--- src/rtl/olf_pkg.sv ---
// Shared types for the orientation-lookup datapath: distance type, its
// saturating maximum, and the argmin frame-tracker state encoding.
package olf_pkg;
  typedef logic [15:0] dist_t;

  localparam dist_t DIST_MAX = 16'hFFFF;

  typedef enum logic [0:0] {
    ST_IDLE  = 1'b0,
    ST_ACCUM = 1'b1
  } argmin_state_e;
endpackage

--- src/rtl/angledist_argmin.sv ---
// Frame-wise argmin over streamed angle distances with a 1-deep result register.
// Optional second-best margin output enabled by ANGLEDIST_ARGMIN_SECOND_BEST_EN.
module angledist_argmin
  import olf_pkg::*;
#(
  parameter  int NUM_CLASSES = 16,
  localparam int IDW         = $clog2(NUM_CLASSES)
) (
  input  logic           clk_i,
  input  logic           rst_i,
  input  logic           clear_i,
  input  logic           dist_valid_i,
  input  logic [15:0]    dist_i,
  input  logic [IDW-1:0] class_id_i,
  input  logic           last_i,
  output logic           result_valid_o,
  input  logic           result_ready_i,
  output logic [IDW-1:0] best_id_o,
  output logic [15:0]    best_dist_o,
  output logic           overflow_o
`ifdef ANGLEDIST_ARGMIN_SECOND_BEST_EN
  ,
  output logic [15:0]    margin_o
`endif
);

  localparam int            CW      = $clog2(NUM_CLASSES + 1);
  localparam logic [CW-1:0] CNT_LIM = CW'(NUM_CLASSES);

  argmin_state_e  r_state, w_state_nxt;
  logic [CW-1:0]  r_cnt, w_cnt_nxt;
  dist_t          r_min, w_min_nxt;
  logic [IDW-1:0] r_min_id, w_min_id_nxt;

  logic           r_res_valid;
  logic [IDW-1:0] r_res_id;
  dist_t          r_res_dist;
  logic           r_ovf;

  logic w_take, w_first, w_lt, w_last, w_done, w_hs;

  assign w_take  = dist_valid_i && !clear_i;
  assign w_first = (r_state == ST_IDLE);
  assign w_lt    = (dist_i < r_min);
  // A full frame's worth of samples already seen forces this one to close it.
  assign w_last  = last_i || (r_cnt == CNT_LIM);
  assign w_done  = w_take && w_last;
  assign w_hs    = r_res_valid && result_ready_i;

`ifdef ANGLEDIST_ARGMIN_SECOND_BEST_EN
  dist_t r_sec, w_sec_nxt;
  dist_t r_res_margin;
  dist_t w_margin;
`endif

  always_ff @(posedge clk_i) begin
    if (rst_i) begin
      r_state  <= ST_IDLE;
      r_cnt    <= '0;
      r_min    <= DIST_MAX;
      r_min_id <= '0;
    end else begin
      r_state  <= w_state_nxt;
      r_cnt    <= w_cnt_nxt;
      r_min    <= w_min_nxt;
      r_min_id <= w_min_id_nxt;
    end
  end

  always_comb begin
    w_state_nxt  = r_state;
    w_cnt_nxt    = r_cnt;
    w_min_nxt    = r_min;
    w_min_id_nxt = r_min_id;
    if (clear_i) begin
      w_state_nxt  = ST_IDLE;
      w_cnt_nxt    = '0;
      w_min_nxt    = DIST_MAX;
      w_min_id_nxt = '0;
    end else if (dist_valid_i) begin
      // First sample loads unconditionally so an all-FFFF frame still reports an id.
      if (w_first || w_lt) begin
        w_min_nxt    = dist_i;
        w_min_id_nxt = class_id_i;
      end
      if (w_last) begin
        w_state_nxt = ST_IDLE;
        w_cnt_nxt   = '0;
      end else begin
        w_state_nxt = ST_ACCUM;
        w_cnt_nxt   = r_cnt + CW'(1);
      end
    end
  end

`ifdef ANGLEDIST_ARGMIN_SECOND_BEST_EN
  // DIST_MAX doubles as the "no second sample" sentinel; ties land in r_sec.
  always_comb begin
    w_sec_nxt = r_sec;
    if (clear_i) begin
      w_sec_nxt = DIST_MAX;
    end else if (dist_valid_i) begin
      if (w_first)                w_sec_nxt = DIST_MAX;
      else if (w_lt)              w_sec_nxt = r_min;
      else if (dist_i < r_sec)    w_sec_nxt = dist_i;
    end
  end

  assign w_margin = w_first ? DIST_MAX : dist_t'(w_sec_nxt - w_min_nxt);

  always_ff @(posedge clk_i) begin
    if (rst_i) begin
      r_sec        <= DIST_MAX;
      r_res_margin <= DIST_MAX;
    end else begin
      r_sec <= w_sec_nxt;
      if (w_done && (!r_res_valid || w_hs)) r_res_margin <= w_margin;
    end
  end

  assign margin_o = r_res_margin;
`endif

  always_ff @(posedge clk_i) begin
    if (rst_i) begin
      r_res_valid <= 1'b0;
      r_res_id    <= '0;
      r_res_dist  <= DIST_MAX;
      r_ovf       <= 1'b0;
    end else if (w_done && (!r_res_valid || w_hs)) begin
      r_res_valid <= 1'b1;
      r_res_id    <= w_min_id_nxt;
      r_res_dist  <= w_min_nxt;
    end else if (w_done) begin
      r_ovf <= 1'b1;
    end else if (w_hs) begin
      r_res_valid <= 1'b0;
    end
  end

  assign result_valid_o = r_res_valid;
  assign best_id_o      = r_res_id;
  assign best_dist_o    = r_res_dist;
  assign overflow_o     = r_ovf;

endmodule

--- config.mk ---
export PLATFORM = sky130hd
export DESIGN_NAME = angledist_argmin
export DESIGN_NICKNAME = d
export VERILOG_FILES = /design/src/rtl/olf_pkg.sv /design/src/rtl/angledist_argmin.sv
export SDC_FILE = /design/constraint.sdc
export NUM_CORES = 1
export LEC_CHECK = 0
export CAP_MARGIN = 0
export CORE_MARGIN = 4
export CORE_UTILIZATION = 60
export DETAILED_ROUTE_END_ITERATION = 7
export DONT_BUFFER_PORTS = 1
export HOLD_SLACK_MARGIN = 0.1
export PLACE_DENSITY = 0.74
export SLEW_MARGIN = 40
export SYNTH_ARGS = -nofsm -noshare
export SYNTH_HDL_FRONTEND = slang
export SYNTH_SLANG_ARGS = --single-unit
export TNS_END_PERCENT = 30
--- constraint.sdc ---
create_clock -name clk_i -period 3.25 [get_ports clk_i]
set_input_delay 0.8125 -clock clk_i [delete_from_list [all_inputs] [get_ports clk_i]]
set_output_delay 0.8125 -clock clk_i [all_outputs]
set_load 0.01 [all_outputs]
* After elaboration in Yosys (flattened, before gate mapping)
Index checks and enable logic that the tools add are counted.
** Word-level totals
- Output and inout port bits :: 22
- Register bits after elaboration :: 48
- Logic and storage cells :: 38
** Operators by class
- Add/sub/neg operators :: 1
- Bitwise logic cells :: 2
- Reduce and logical (&&, ||, !) cells :: 13
- Eq/ne operators :: 2
- Magnitude comparators :: 1
- Muxes and demuxes :: 11
** Operator list (number)
- two-way mux 16 bit :: 3
- < comparator 16 bit :: 1
- two-way mux 4 bit :: 3
- adder 5 x 1 -> 5 bit (second input constant) :: 1
- == test 5 bit (second input constant) :: 1
- two-way mux 5 bit :: 1
- logical AND 1 bit :: 4
- two-way mux 1 bit :: 4
- AND reduction 2 bit :: 2
- logical OR 1 bit :: 3
- zero test 1 bit :: 2
- inequality test 2 x 1 -> 1 bit (second input constant) :: 1
- inverter 1 bit :: 2
- nonzero test 2 bit :: 1
- OR reduction 2 bit :: 1

* Logic depth before layout (Yosys ltp)
- Word-level depth :: 6
- Mapped depth :: 9
- Mapped depth without buffers :: 8

* Worst setup path after synthesis
No wires, ideal clock.
- Kind :: input to register
- From :: input dist_i[13]
- To :: register r_res_id[3], in the netlist best_id_o[3]
- Data required time :: 3.097 ns
- Data arrival time :: 2.365 ns
- Library setup time :: 0.153 ns
- Slack :: 0.732 ns
- Cell stages on the path :: 8
- Buffers on the path :: 1
- Cells stage by stage :: ha_1 a211oi_1 o21bai_1 a221o_1 a41oi_2 buf_6 mux2i_1 a211oi_2
** On the way
- Longest elaborated chain between the ends :: 5
** RTL lines
- start: declaration :: RTL line angledist_argmin.sv:13 : input logic [15:0] dist_i,
- < comparator 16 bit :: RTL line angledist_argmin.sv:44 : assign w_lt = (dist_i < r_min);
- logical OR 1 bit :: RTL line angledist_argmin.sv:82 : if (w_first || w_lt) begin
- two-way mux 4 bit :: RTL line angledist_argmin.sv:82
- two-way mux 4 bit :: RTL line angledist_argmin.sv:80 : end else if (dist_valid_i) begin
- two-way mux 4 bit :: RTL line angledist_argmin.sv:75 : if (clear_i) begin
- end signal: assignment :: RTL line angledist_argmin.sv:132 : r_res_id <= w_min_id_nxt;
- end: declaration :: RTL line angledist_argmin.sv:36 : logic [IDW-1:0] r_res_id;
Every way passes these cells.
A chain may end at the register's enable or synchronous reset.

* Worst setup path after layout
- From :: input dist_i[9]
- To :: register r_res_dist[6], in the netlist best_dist_o[6]
** On the way
- Longest elaborated chain between the ends :: 5
** RTL lines
- < comparator 16 bit :: RTL line angledist_argmin.sv:44
- logical OR 1 bit :: RTL line angledist_argmin.sv:82
- two-way mux 16 bit :: RTL line angledist_argmin.sv:82
- two-way mux 16 bit :: RTL line angledist_argmin.sv:80
- two-way mux 16 bit :: RTL line angledist_argmin.sv:75
- end signal: assignment :: RTL line angledist_argmin.sv:133 : r_res_dist <= w_min_nxt;
- end: declaration :: RTL line angledist_argmin.sv:37 : dist_t r_res_dist;
Every way passes these cells.

==> flow_summary.json <==
{
  "status": "completed",
  "postRouteAntennaNets": 0,
  "post_drt_wl_per_cell_um": 15.7,
  "diodes": 0,
  "grt_max_degree": 19,
  "min_path_type": "flip-flop to flip-flop",
  "route.vias.total": 1469,
  "die_y_um": 67.2,
  "worstMarginPinSlew_ns": 0.466,
  "die_w_um": 67.2,
  "maxSlewViolCount": 0,
  "drive_gt1_share_pct": 9.77,
  "clock_path_buffers": 2,
  "fmax_mhz": 433,
  "required_ns": 3.51,
  "drc": 0,
  "syn_nets": 254,
  "grt_overflow": 0,
  "clk_pin_slew_ns": 0.13,
  "p_leak_nw": 1.06,
  "dr.first_iter.drc_count": 48,
  "drt_pass1_iterations": 4,
  "r2r_cells": 9,
  "area_delta_synth_final_pct": 7.02,
  "fin_skew_ns": 0.00849,
  "grt_pass1_vias": 1494,
  "grt_setup_unrepaired": "false",
  "hold_slack_ns": 0.489,
  "seq_area_frac_synth_pct": 45.7,
  "pin_count": 48,
  "cts_resized": 0,
  "syn_avg_cell_area_um2": 9.97,
  "coreArea_um2": 3360,
  "finalCritPeriodShare_pct": 71.0,
  "h-tree-depth": 2,
  "rows": 21,
  "synthesis.area_um2": 2100,
  "fin_nets": 257,
  "setup_viol": 0,
  "cts_buffers": 5,
  "dp_hpwl_um": 3020,
  "portBuffers": 0,
  "yosysUniqueCellTypes": 35,
  "critPathMaxFanout": 12,
  "antenna_found_initial": 0,
  "slew_headroom_pct": 68.8,
  "ys_warn_count": 0,
  "hold_violations": 0,
  "drt-total-wl_um": 4100,
  "cts_hold_buf": 0,
  "period_minus_slack_ns": 2.31,
  "ys_seq_elements": 48,
  "setup_tns_ns": 0,
  "whs_path_depth": 2,
  "worst_setup_path_end_kind": "flip-flop",
  "avgViaCountPerCell": 5.63,
  "regToRegSetupSlack_ns": 0.99,
  "initial_utilization_pct": 62.5,
  "syn_inst": 211,
  "root_buffer": "clkbuf_4",
  "vdd_drop_max_mv": 0.261,
  "p_per_area_nw_per_um2": 494,
  "place_congestion": 0.798,
  "clk_latency_ns": 0.36,
  "grt_usage_pct": 20.2,
  "grt_pass1_wl_um": 6760,
  "maxCapViolCount": 0,
  "dieArea_um2": 4520,
  "critPathLaunchType": "primary input",
  "crit_type": "primary input to flip-flop",
  "cts_tree": "done",
  "postCtsSetupBuffers": 0,
  "cts.sinks": 48,
  "arrival_ns": 2.57
}
logic make-up after synthesis:
kind of cell | after synthesis | synth area share (%)
compound gates | 44 | 16.9
xor+xnor | 3 | 1.25
fa+ha+maj | 17 | 10.1
buf+inv | 27 | 5.53
flops | 48 | 45.7
mux | 20 | 9.52
simple gates | 52 | 11.0
synthesized netlist by cell type:
library cell | count | area [µm²]
nand2b_4 | 1 | 13.8
inv_1 | 19 | 71.3
ha_1 | 17 | 213
o21ai_0 | 1 | 5.00
a2111oi_4 | 1 | 27.5
o22ai_1 | 1 | 6.26
nor2_1 | 17 | 63.8
a21o_1 | 1 | 7.51
a2bb2oi_1 | 15 | 131
xor2_1 | 3 | 26.3
a41oi_2 | 1 | 16.3
mux2i_1 | 20 | 200
o21ai_1 | 4 | 20.0
nand2_1 | 23 | 86.3
buf_4 | 1 | 7.51
a211oi_2 | 1 | 12.5
and2_1 | 1 | 6.26
o21a_1 | 1 | 7.51
buf_2 | 3 | 15.0
or2_0 | 1 | 6.26
clkbuf_1 | 3 | 11.3
a31o_2 | 1 | 8.76
a221o_1 | 1 | 10.0
nand2b_2 | 1 | 8.76
a211oi_1 | 5 | 37.5
nand4_1 | 3 | 18.8
o21bai_1 | 1 | 7.51
o211ai_1 | 1 | 7.51
nor3_1 | 3 | 15.0
or3_1 | 1 | 6.26
o21ba_2 | 1 | 10.0
dfxtp_1 | 48 | 961
nor2b_1 | 1 | 6.26
a21oi_1 | 8 | 40.0
buf_6 | 1 | 11.3
stage by stage:
step           worst slack, ns  instances  utilization (%)  instance area, µm²  total power [mW]
6_report                 0.942        261             66.9                2250              1.11
5_1_grt                  0.840        261             66.9                2250              1.16
4_1_cts                  0.942        261             66.8                2250              1.12
3_5_place_dp             0.571        253             64.0                2150             0.736
3_3_place_gp             0.629        253             64.0                2150             0.731
2_1_floorplan            0.732        211                -                2100             0.719
power by group:
part	internal (mW)	leakage, nW	switching [mW]
clock network	0.204	0.0515	0.184
logic	0.0481	0.616	0.0551
registers	0.606	0.391	0.0144
total	0.858	1.06	0.254
worst paths after layout:
path | start | to
max | dist_i[9] | best_dist_o[6]
min | r_state | r_state
max reg2reg | r_min[9] | best_dist_o[6]
min reg2reg | r_state | r_state
area by class of cell:
class                           instances  area [µm²]
Inverter                               19        71.3
Tap cell                               46        57.6
Sequential cell                        48         961
Multi-Input combinational cell        136        1040
Clock buffer                            7        65.1
Timing Repair Buffer                    4        30.0
Clock inverter                          1        30.0
Fill cell                             294        1110
cell usage in the layout (no fill, tap or decap), types with 2 or more instances in the layout:
| master | netlist | layout |
|---|---|---|
| nor3_2 | 0 | 2 |
| nand4_1 | 3 | 3 |
| a211oi_1 | 5 | 5 |
| nand2_1 | 23 | 23 |
| ha_1 | 17 | 17 |
| a2bb2oi_1 | 15 | 15 |
| xor2_1 | 3 | 3 |
| clkbuf_8 | 0 | 2 |
| nor2_1 | 17 | 17 |
| inv_1 | 19 | 19 |
| dfxtp_1 | 48 | 48 |
| o21ai_1 | 4 | 4 |
| buf_4 | 1 | 4 |
| mux2i_1 | 20 | 20 |
| a21oi_1 | 8 | 8 |
| clkbuf_4 | 0 | 5 |
per-layer routing:
layer	global-route usage, %	routed length (µm)	up-vias
met1	21.7	1660	684
met2	35.6	2060	35
met3	6.49	296	8
met5	0	0	-
li1	-	-	742
met4	9.62	77	0
registers in the layout, indices dropped and copies added (netlist names):
name and cells:
overflow_o 1, r_cnt 5, best_id_o 4, r_state 1, r_min_id 4, result_valid_o 1, r_min 16, best_dist_o 16
worst max-delay path, cell delays in order:
cell and delay [ns]:
ha_1 0.29, a21oi_1 0.18, o21ai_1 0.09, a221o_1 0.36
a41oi_2 0.17, buf_4 0.27, mux2i_1 0.29, a2bb2oi_1 0.10
No activity file was read; power rests on OpenSTA's default activity.
